[config.mk]
export PLATFORM = sky130hd
export DESIGN_NAME = apb2_cmd_master
export DESIGN_NICKNAME = d
export VERILOG_FILES = /design/src/rtl/apb2_cmd_master.sv
export SDC_FILE = /design/constraint.sdc
export NUM_CORES = 1
export LEC_CHECK = 0
export CORE_MARGIN = 2
export CORE_UTILIZATION = 44
export CTS_BUF_LIST = sky130_fd_sc_hd__clkbuf_4 sky130_fd_sc_hd__clkbuf_8 sky130_fd_sc_hd__clkbuf_16
export CTS_CLUSTER_SIZE = 10
export DETAILED_ROUTE_END_ITERATION = 16
export PLACE_DENSITY = 0.86
export SKIP_LAST_GASP = 1
export SYNTH_ARGS = -nofsm -noshare
export SYNTH_HDL_FRONTEND = slang
export SYNTH_SLANG_ARGS = --single-unit
[constraint.sdc]
create_clock -name pclk -period 5 [get_ports pclk]
set_input_delay 1.25 -clock pclk [delete_from_list [all_inputs] [get_ports pclk]]
set_output_delay 1.25 -clock pclk [all_outputs]
set_load 0.02 [all_outputs]
[src/rtl/apb2_cmd_master.sv]
// ---------------------------------------------------------------------------
// apb2_cmd_master
//
// APB2 initiator. Each accepted single-beat command becomes one APB
// SETUP + ACCESS transfer on the shared bus. Every command gets exactly one
// response, which carries read data, a slave error or a timeout.
//
// Ports
//   pclk, prst       bus clock (rising edge), asynchronous active-high reset
//   cmd_*            command channel (valid/ready); fields are captured on accept
//   rsp_*            response channel; rsp_valid is a one-cycle pulse and the
//                    data/flags hold until the next response
//   psel..pprot      APB initiator outputs, all registered
//   prdata, pready,
//   pslverr          per-slave APB returns; slave i's data is at
//                    prdata[i*DATA_W +: DATA_W]
//
// State table
//   state     | meaning
//   ----------+-----------------------------------------------------------
//   ST_IDLE   | cmd_ready=1, waiting for cmd_valid
//   ST_SETUP  | psel asserted, penable=0, one cycle
//   ST_ACCESS | penable=1, waiting for pready of the selected slave or timeout
//   ST_RESP   | rsp_valid=1 for one cycle, then back to idle
// ---------------------------------------------------------------------------
module apb2_cmd_master #(
    parameter int ADDR_W      = 8,
    parameter int DATA_W      = 32,
    parameter int NUM_SEL     = 2,
    parameter int TIMEOUT_CYC = 255,
    localparam int SEL_W      = (NUM_SEL > 1) ? $clog2(NUM_SEL) : 1,
    localparam int STRB_W     = DATA_W / 8
) (
    input  logic                      pclk,
    input  logic                      prst,

    input  logic                      cmd_valid,
    output logic                      cmd_ready,
    input  logic                      cmd_write,
    input  logic [SEL_W-1:0]          cmd_sel,
    input  logic [ADDR_W-1:0]         cmd_addr,
    input  logic [DATA_W-1:0]         cmd_wdata,
    input  logic [STRB_W-1:0]         cmd_strb,
    input  logic [2:0]                cmd_prot,

    output logic                      rsp_valid,
    output logic [DATA_W-1:0]         rsp_rdata,
    output logic                      rsp_err,
    output logic                      rsp_timeout,

    output logic [NUM_SEL-1:0]        psel,
    output logic                      penable,
    output logic                      pwrite,
    output logic [ADDR_W-1:0]         paddr,
    output logic [DATA_W-1:0]         pwdata,
    output logic [STRB_W-1:0]         pstrb,
    output logic [2:0]                pprot,
    input  logic [NUM_SEL*DATA_W-1:0] prdata,
    input  logic [NUM_SEL-1:0]        pready,
    input  logic [NUM_SEL-1:0]        pslverr
);

    localparam logic [1:0] ST_IDLE   = 2'd0;
    localparam logic [1:0] ST_SETUP  = 2'd1;
    localparam logic [1:0] ST_ACCESS = 2'd2;
    localparam logic [1:0] ST_RESP   = 2'd3;

    localparam int  TCNT_W = (TIMEOUT_CYC > 0) ? $clog2(TIMEOUT_CYC + 1) : 1;
    localparam bit  TMO_EN = (TIMEOUT_CYC != 0);
    localparam logic [TCNT_W-1:0] TCNT_LAST = TCNT_W'(TIMEOUT_CYC);

    logic [1:0]        state;
    logic [TCNT_W-1:0] tcnt;

    // Decode of the incoming select: one-hot plus an in-range flag. Written
    // as a loop so a non-power-of-two NUM_SEL needs no separate compare.
    logic [NUM_SEL-1:0] sel_onehot;
    logic               sel_in_range;

    always_comb begin
        sel_onehot   = '0;
        sel_in_range = 1'b0;
        for (int i = 0; i < NUM_SEL; i++) begin
            if (cmd_sel == SEL_W'(i)) begin
                sel_onehot[i] = 1'b1;
                sel_in_range  = 1'b1;
            end
        end
    end

    // Return path is muxed by the registered psel, so only the addressed
    // slave can complete or fail a transfer; other slaves' lines are ignored.
    logic              pready_sel;
    logic              pslverr_sel;
    logic [DATA_W-1:0] prdata_sel;

    always_comb begin
        pready_sel  = 1'b0;
        pslverr_sel = 1'b0;
        prdata_sel  = '0;
        for (int i = 0; i < NUM_SEL; i++) begin
            if (psel[i]) begin
                pready_sel  = pready[i];
                pslverr_sel = pslverr[i];
                prdata_sel  = prdata[i*DATA_W +: DATA_W];
            end
        end
    end

    logic tmo_hit;
    assign tmo_hit = TMO_EN && (tcnt == TCNT_LAST);

    always_ff @(posedge pclk or posedge prst) begin
        if (prst) begin
            state       <= ST_IDLE;
            tcnt        <= '0;
            cmd_ready   <= 1'b0;
            rsp_valid   <= 1'b0;
            rsp_rdata   <= '0;
            rsp_err     <= 1'b0;
            rsp_timeout <= 1'b0;
            psel        <= '0;
            penable     <= 1'b0;
            pwrite      <= 1'b0;
            paddr       <= '0;
            pwdata      <= '0;
            pstrb       <= '0;
            pprot       <= '0;
        end else begin
            rsp_valid <= 1'b0;
            case (state)
                ST_IDLE: begin
                    cmd_ready <= 1'b1;
                    if (cmd_valid && cmd_ready) begin
                        cmd_ready <= 1'b0;
                        if (sel_in_range) begin
                            state   <= ST_SETUP;
                            psel    <= sel_onehot;
                            penable <= 1'b0;
                            pwrite  <= cmd_write;
                            paddr   <= cmd_addr;
                            pwdata  <= cmd_wdata;
                            pstrb   <= cmd_write ? cmd_strb : '0;
                            pprot   <= cmd_prot;
                            tcnt    <= '0;
                        end else begin
                            // Nobody to talk to: answer with an error and
                            // leave the bus untouched.
                            state       <= ST_RESP;
                            rsp_valid   <= 1'b1;
                            rsp_rdata   <= '0;
                            rsp_err     <= 1'b1;
                            rsp_timeout <= 1'b0;
                        end
                    end
                end

                ST_SETUP: begin
                    state   <= ST_ACCESS;
                    penable <= 1'b1;
                end

                ST_ACCESS: begin
                    if (pready_sel) begin
                        state       <= ST_RESP;
                        psel        <= '0;
                        penable     <= 1'b0;
                        rsp_valid   <= 1'b1;
                        rsp_err     <= pslverr_sel;
                        rsp_timeout <= 1'b0;
                        rsp_rdata   <= (!pwrite && !pslverr_sel) ? prdata_sel : '0;
                    end else if (tmo_hit) begin
                        // Counter already holds TIMEOUT_CYC waited cycles,
                        // so this is ACCESS cycle TIMEOUT_CYC+1: give up.
                        state       <= ST_RESP;
                        psel        <= '0;
                        penable     <= 1'b0;
                        rsp_valid   <= 1'b1;
                        rsp_err     <= 1'b0;
                        rsp_timeout <= 1'b1;
                        rsp_rdata   <= '0;
                    end else if (TMO_EN) begin
                        tcnt <= tcnt + TCNT_W'(1);
                    end
                end

                ST_RESP: begin
                    state     <= ST_IDLE;
                    cmd_ready <= 1'b1;
                end

                default: begin
                    state     <= ST_IDLE;
                    psel      <= '0;
                    penable   <= 1'b0;
                    cmd_ready <= 1'b0;
                end
            endcase
        end
    end

    // Bus protocol invariants.
    a_psel_onehot0: assert property (@(posedge pclk) disable iff (prst)
        $onehot0(psel));
    a_penable_needs_psel: assert property (@(posedge pclk) disable iff (prst)
        penable |-> (psel != '0));
    a_rsp_single_pulse: assert property (@(posedge pclk) disable iff (prst)
        rsp_valid |=> !rsp_valid);

endmodule

==> flow_summary.ini, run 1 <==
[sta]
finalHoldViolations = 0
finalSetupViolCount = 0
rsz0062_at_grt = no
period_needed_ns = 3.10
worst_pin_slew_ns = 1.05
post-route-period-util_pct = 62.0
skew_ns = 0.0119
final_max_slew_viol_count = 0
timing.fmax_ghz = 0.323
setup_tns_ns = 0
slew-limit-headroom_pct = 30.3

[critical_path]
start_kind = input port
cp-end-kind = flop
cp_num_buf_inv = 1
cp.arrival_ns = 3.37
cp_slowest_cell = or3b_2
max_stage_delay_ns = 0.89
cpLargestDelayFamily = simple AND/OR/NAND/NOR gates
crit_fanout = 32
required_ns = 5.27
crit_type = in2reg
critical_path.cell_chain = clkdlybuf4s50_1 -> nand3b_1 -> a21boi_2 -> or3b_2 -> o2bb2ai_2

[route]
drtPass1Iterations = 4
via_per_inst = 5.31
via_count = 3496
drc = 0
wirelength_microns = 11200
detail-route-antenna-nets = 0
drtIter0Drc = 80
wire_per_inst_microns = 17.1

[floorplanning]
rows = 36
dieArea_sq_mm = 0.0107
die_w_microns = 103
core_sq_mm = 0.00968
ios = 207
initial_core_util_pct = 44.9
die_h_microns = 103

[yosys]
ys_ff_latch = 97
ys_async_sr_fraction_pct = 100
netlist_instances = 324
synth_warnings = 0
synth_edf_count = 0
netlist_area_sq_mm = 0.00435
synth_seq_area_share_pct = 55.8
synthDistinctLibCells = 35
yosysMostFrequentCell = dfrtp_1
synth_area_leaders = dfrtp_1 (56%), mux2_2 (12%), o2bb2ai_2 (10%)
syn-num-nets = 450
synth_top_area_share_pct = 55.8
synth-main-ff-cell = dfrtp_1
synth_common_cells = dfrtp_1 (97), mux2_2 (47), a22oi_1 (31)
synth_area_per_cell_sq_um = 13.4
synth_top_cell_by_area = dfrtp_1

[global_routing]
grt_overflow = 0
grt_max_degree = 69
grt_first_pass_wirelength_microns = 17000
grt_pass1_vias = 3513
grtUsageTotal_pct = 20.7
antenna_found_initial = 0

[clocking]
cts_buffers = 9
cts_setup_buffers = 0
clock_latency_ns = 0.35
cts.htree.levels = 3
clk_pin_slew_ns = 0.09
cts_resized = 0
cts_root_buf = clkbuf_8
cts_tree = done
cts_hold_buf = 0
clock_path_buffers = 2
cts.sinks = 97

[power]
powerDensity_mw_per_mm2 = 572
peakVddDrop_mv = 0.365
p_leak_nw = 2.70

[status]
status = finished, final reports clean

[finish]
utilization_pct = 68.9
nNetsFinal = 646
area_growth_pct = 53.4
n_antenna_cell = 0
final_cell_area_sq_mm = 0.00668
drive_above_1_share_pct = 19.8
fillers = 664

[place]
port_buffers = 206
dpl.hpwl_microns = 8450
dpl_cell_area_sq_mm = 0.00649
place.gp.congestion = 0.824

[worst_hold_path]
hold_path_class = reg2reg

[job]
max-cap-violations = 0
through the flow:
stage | hold WS, ns | power (mW) | setup WS, ns | cells
6_report | 0.489 | 3.82 | 1.90 | 658
5_1_grt | 0.501 | 4.05 | 1.80 | 658
4_1_cts | 0.489 | 3.86 | 1.91 | 658
3_5_place_dp | 0.469 | 3.38 | 1.54 | 642
3_3_place_gp | 0.463 | 3.31 | 1.60 | 642
2_1_floorplan | 0.484 | 2.48 | 1.22 | 324
final cells by class:
| class | count | area, sq um | share of cell area (%) |
|---|---|---|---|
| sequential | 97 | 2430 | 36.4 |
| inverter | 4 | 17.5 | 0.262 |
| timing repair buffer | 210 | 2090 | 31.3 |
| tap | 133 | 166 | 2.49 |
| clock inverter | 3 | 15.0 | 0.225 |
| clock buffer | 13 | 166 | 2.49 |
| multi-input combinational | 198 | 1790 | 26.8 |
cell families (layout without fill, tap and decap cells):
group           Yosys count  in the layout  synth area share (%)
flops                    97             97                  55.8
simple gates             51             51                  5.84
buf+inv                  29            230                  3.28
mux                      48             48                  12.4
compound gates           93             93                  21.0
fa+ha+maj                 6              6                  1.73
sequential cells by signal, summed over array words and instances (netlist names), 2 cells and up:
| signal | cells |
|---|---|
| pwdata | 32 |
| pstrb | 4 |
| psel | 2 |
| paddr | 8 |
| rsp_rdata | 32 |
| tcnt | 8 |
| state | 2 |
| pprot | 3 |
cell usage in the layout, fill, tap and decap left out, types with 4 or more instances in the layout:
cell type        Yosys  final
clkdlybuf4s50_1      0    206
a22oi_1             31     31
dfrtp_1             97     97
mux2_2              47     47
buf_4                0      4
nor2_1               8      8
o2bb2ai_2           30     30
o21ai_0              8      8
o2bb2ai_1            5      5
nand2_1             16     15
clkbuf_8             0     11
nand3_1              8      7
ha_1                 6      6
a21oi_1              4      4
report_power, final:
part / switching (mW) / leakage (nW) / internal [mW]
combinational: 0.994 / 1.38 / 1.03
sequential: 0.215 / 1.23 / 1.11
clock: 0.256 / 0.100 / 0.217
worst min-delay path, cell delays in order, from the launching register on:
cell and delay [ns]:
dfrtp_1 0.35, nand2_1 0.05, o21ai_0 0.06
path summary, 6_finish.rpt:
path / start / endpoint / slack [ns] / cells after the start
setup reg to reg: state[0] / rsp_rdata[2] / 2.18 / 5
hold / removal: pstrb[1] / pstrb[1] / 0.49 / 2
hold reg to reg: pstrb[1] / pstrb[1] / 0.49 / 2
max in group asynchronous: prst / rsp_rdata[23] / 2.66 / 3
setup / recovery: pready[0] / rsp_rdata[2] / 1.90 / 5
min in group asynchronous: prst / rsp_rdata[19] / 1.41 / 2
routing by layer:
layer | GRT usage [%] | wire length [microns] | vias up
met5 | 0 | 0 | -
met3 | 7.12 | 1090 | 26
met2 | 34.9 | 5470 | 167
met1 | 24.3 | 4390 | 1692
met4 | 8.30 | 290 | 0
li1 | - | - | 1611
No activity file was read; power rests on OpenSTA's default activity.
==> run 2, diff against run 1 <==
- CORE_UTILIZATION: 44 -> 41
- PLACE_DENSITY: 0.86 -> 0.81
- clock period: 5 -> 2.9 ns (I/O delays scaled with it)
==> flow_summary.ini, run 2 (synthesized netlist as in run 1, its figures left out) <==
[finish]
layout_commonest_cell = clkdlybuf4s50_1
nNetsFinal = 652
n_antenna_cell = 0
area_growth_pct = 55.0
layout_common_cells = clkdlybuf4s50_1 (206), dfrtp_1 (97), mux2_2 (47), a22oi_1 (31), o2bb2ai_2 (30)
reg.largest.list = pwdata: 32 flops, rsp_rdata: 32 flops
drive_above_1_share_pct = 20.7

[power]
p_leak_nw = 2.72
p_sw_mw = 2.58
peakVddDrop_mv = 0.547
combPwrFrac_pct = 53.5
power.internal_mw = 4.05
sw_frac_of_total_pct = 38.9
clkPwrFrac_pct = 12.2
powerDensity_mw_per_mm2 = 982
power_frac_seq_pct = 34.3

[clocking]
clk_pin_slew_ns = 0.10
cts_setup_buffers = 0
clock_path_buffers = 2
cts_resized = 0
cts_hold_buf = 0
cts_tree = done
cts.sinks = 97
cts_buffers = 9
clock_latency_ns = 0.35
cts_root_buf = clkbuf_8
cts.htree.levels = 3

[critical_path]
crit_type = reg2reg
start_kind = flop
required_ns = 3.17
reg2regPathDepth = 6
cp.arrival_ns = 2.66
crit_fanout = 24
cp-end-kind = flop
worstReg2RegStart = state[0]
reg2reg_setup_slack_ns = 0.51
timing.rr.end = rsp_rdata[16]

[status]
status = finished, final reports clean

[route]
drtPass1Iterations = 5
via_per_inst = 5.19
drc = 0
wirelength_microns = 11600
via_count = 3460
detail-route-antenna-nets = 0
wire_per_inst_microns = 17.4
drtIter0Drc = 103

[sta]
period_needed_ns = 2.39
setup_tns_ns = 0
finalHoldViolations = 0
hold_ws_ns = 0.493
timing.fmax_ghz = 0.418
final_max_slew_viol_count = 0
slew-limit-headroom_pct = 54.9
skew_ns = 0.0120
worst_pin_slew_ns = 0.677
rsz0062_at_grt = no
post-route-period-util_pct = 82.4
finalSetupViolCount = 0

[global_routing]
grt_pass1_vias = 3582
antenna_found_initial = 0
grt_max_degree = 56
grt_overflow = 0
grt_first_pass_wirelength_microns = 18100
grtUsageTotal_pct = 20.2

[floorplanning]
die_h_microns = 107
die_w_microns = 107
core_sq_mm = 0.0103
initial_core_util_pct = 42.2
dieArea_sq_mm = 0.0115
ios = 207
rows = 37

[worst_hold_path]
worstHoldStart = pstrb[1]
hold_path_class = reg2reg
whs_endpoint = pstrb[1]
whs_path_depth = 2

[place]
dpl.hpwl_microns = 8760
port_buffers = 206
place.gp.congestion = 0.826

[job]
max-cap-violations = 0
## run 2: routing by layer
metal  global-route usage [%]  share of wire (%)
met1                     23.4                 40
met2                     35.5                 50
met3                     5.90                8.2
met4                     6.96                2.3
met5                        0                  0
## run 2: per-stage QoR
stage | utilization (%) | std cells | cell area [sq um] | power (mW) | setup WS, ns
5_1_grt | 65.3 | 667 | 6740 | 7.01 | 0.339
2_1_floorplan | - | 324 | 4360 | 4.27 | 0.950
3_3_place_gp | 63.6 | 651 | 6570 | 5.77 | 0.434
6_report | 65.3 | 667 | 6740 | 6.62 | 0.510
4_1_cts | 65.3 | 667 | 6740 | 6.70 | 0.494
3_5_place_dp | 63.6 | 651 | 6570 | 5.87 | 0.392
## run 2: critical path: stages, from the launching register on
cell and delay [ns]:
dfrtp_1 0.42, inv_1 0.13, ha_1 0.57, a21boi_2 0.27, or3b_2 0.47, buf_4 0.26
o2bb2ai_1 0.18
## run 2: power by group through the flow
stage	Clock (mW)	Sequential, mW	Combinational [mW]
after CTS	0.833	2.28	3.58
after global routing	0.877	2.36	3.78
after detailed placement	0	2.30	3.58
final	0.809	2.27	3.55
after global placement	0	2.27	3.50
after floorplan	0	2.88	1.40
## run 2: final cells by class
class,instances,area [sq um]
Inverter,4,18.8
Clock buffer,10,131
Sequential cell,97,2430
Tap cell,136,170
Clock inverter,6,42.5
Multi-Input combinational cell,198,1790
Timing Repair Buffer,216,2160
Fill cell,782,3580
## run 2: how the worst max path moves through the flow
stage,to,startpoint
floorplan,rsp_rdata[0],pready[0]
finish,rsp_rdata[16],state[0]
global placement,rsp_rdata[16],pready[0]
global route,rsp_rdata[17],state[0]
detailed placement,rsp_rdata[16],pready[0]
CTS,rsp_rdata[16],state[0]
==> run 3, diff against run 2 <==
- clock period: 2.9 -> 2.4 ns (I/O delays scaled with it)
==> flow_summary.ini, run 3 (synthesized netlist as in run 1, its figures left out) <==
[floorplanning]
ios = 207
dieArea_sq_mm = 0.0115
rows = 37
initial_core_util_pct = 42.2
core_sq_mm = 0.0103
die_h_microns = 107
die_w_microns = 107

[clocking]
clock_path_buffers = 2
clk_pin_slew_ns = 0.09
cts_tree = done
cts_root_buf = clkbuf_8
cts_setup_buffers = 0
cts_resized = 0
clock_latency_ns = 0.35
cts.htree.levels = 3
cts_buffers = 9
cts_hold_buf = 0
cts.sinks = 97

[global_routing]
grt_first_pass_wirelength_microns = 18500
grtUsageTotal_pct = 20.7
grt_pass1_vias = 3748
antenna_found_initial = 0
grt_max_degree = 56
grt_overflow = 0

[sta]
slew-limit-headroom_pct = 65.3
finalSetupViolCount = 0
rsz0062_at_grt = no
worst_pin_slew_ns = 0.520
period_needed_ns = 2.15
setup_tns_ns = 0
post-route-period-util_pct = 89.5
timing.fmax_ghz = 0.465
skew_ns = 0.00632
finalHoldViolations = 0
final_max_slew_viol_count = 0

[route]
drtIter0Drc = 154
via_count = 3486
drtPass1Iterations = 4
wire_per_inst_microns = 17.7
via_per_inst = 5.20
wl_met1_microns = 4650
detail-route-antenna-nets = 0
drc = 0
highest_layer = met4
wl_met3_microns = 879
wirelength_microns = 11800
wl_met2_microns = 6030

[critical_path]
cpLargestDelayFamily = simple AND/OR/NAND/NOR gates
required_ns = 2.66
crit_fanout = 24
cp_num_buf_inv = 2
cp.arrival_ns = 2.41
cp_slowest_cell = or3b_2
start_kind = flop
max_stage_delay_ns = 0.51
critical_path.cell_chain = inv_1 -> ha_1 -> a21boi_2 -> or3b_2 -> buf_12 -> o2bb2ai_1
crit_type = reg2reg
cp-end-kind = flop

[finish]
n_antenna_cell = 0
multi_input_area_sq_mm = 0.00179
nNetsFinal = 655
layout_common_cells = clkdlybuf4s50_1 (206), dfrtp_1 (97), mux2_2 (47), a22oi_1 (31), o2bb2ai_2 (30)
fillers = 755
ff_latch_area_sq_mm = 0.00243
drive_above_1_share_pct = 21.2
reg.largest.list = pwdata: 32 flops, rsp_rdata: 32 flops
layout_commonest_cell = clkdlybuf4s50_1
area_growth_pct = 57.4

[power]
p_leak_nw = 2.78
peakVddDrop_mv = 0.592
p_total_mw = 8.25
powerDensity_mw_per_mm2 = 1210

[place]
port_buffers = 206
place.gp.congestion = 0.835
dpl.hpwl_microns = 8980

[job]
max-cap-violations = 0

[status]
status = finished, final reports clean

[worst_hold_path]
hold_path_class = reg2reg
-- run 3: path summary, 6_finish.rpt --
check / from / to / slack [ns] / depth (start not counted)
setup / recovery: state[0] / rsp_rdata[16] / 0.25 / 6
hold / removal: pstrb[1] / pstrb[1] / 0.49 / 2
setup reg to reg: state[0] / rsp_rdata[16] / 0.25 / 6
hold reg to reg: pstrb[1] / pstrb[1] / 0.49 / 2
max in group asynchronous: prst / rsp_rdata[8] / 1.13 / 3
min in group asynchronous: prst / pwdata[27] / 0.63 / 2
-- run 3: worst reg2reg max path, cell delays in order, from the launching register on --
cell       delay (ns)
dfrtp_1          0.41
inv_1            0.14
ha_1             0.37
a21boi_2         0.25
or3b_2           0.51
buf_12           0.20
o2bb2ai_1        0.19
-- run 3: cell type report --
cell class | count | share of cell area, %
flip-flops and latches | 97 | 35.4
repair buffers | 219 | 32.4
multi-input cells | 198 | 26.2
clock buffers | 13 | 2.52
well taps | 136 | 2.48
clock inverters | 3 | 0.676
inverters | 4 | 0.274
-- run 3: metrics by stage --
stage | worst slack, ns | std cells | hold WS [ns] | utilization, % | cell area (sq um)
after floorplan | 0.505 | 324 | 0.484 | - | 4360
after global placement | 0.0946 | 654 | 0.461 | 64.2 | 6630
after detailed placement | 0.0409 | 654 | 0.469 | 64.2 | 6630
after CTS | 0.252 | 670 | 0.491 | 66.3 | 6850
after global routing | 0.113 | 670 | 0.518 | 66.3 | 6850
final | 0.252 | 670 | 0.487 | 66.3 | 6850
-- run 3: layer usage --
metal	global-route usage [%]	vias to the layer above
li1	-	1627
met1	23.3	1682
met2	37.0	155
met3	5.71	22
met4	8.26	0
met5	0	-
-- run 3: power by group --
part / leakage, nW / internal (mW) / switching, mW
clock network: 0.110 / 0.584 / 0.551
registers: 1.23 / 2.31 / 0.445
logic: 1.44 / 2.24 / 2.12
total: 2.78 / 5.14 / 3.12
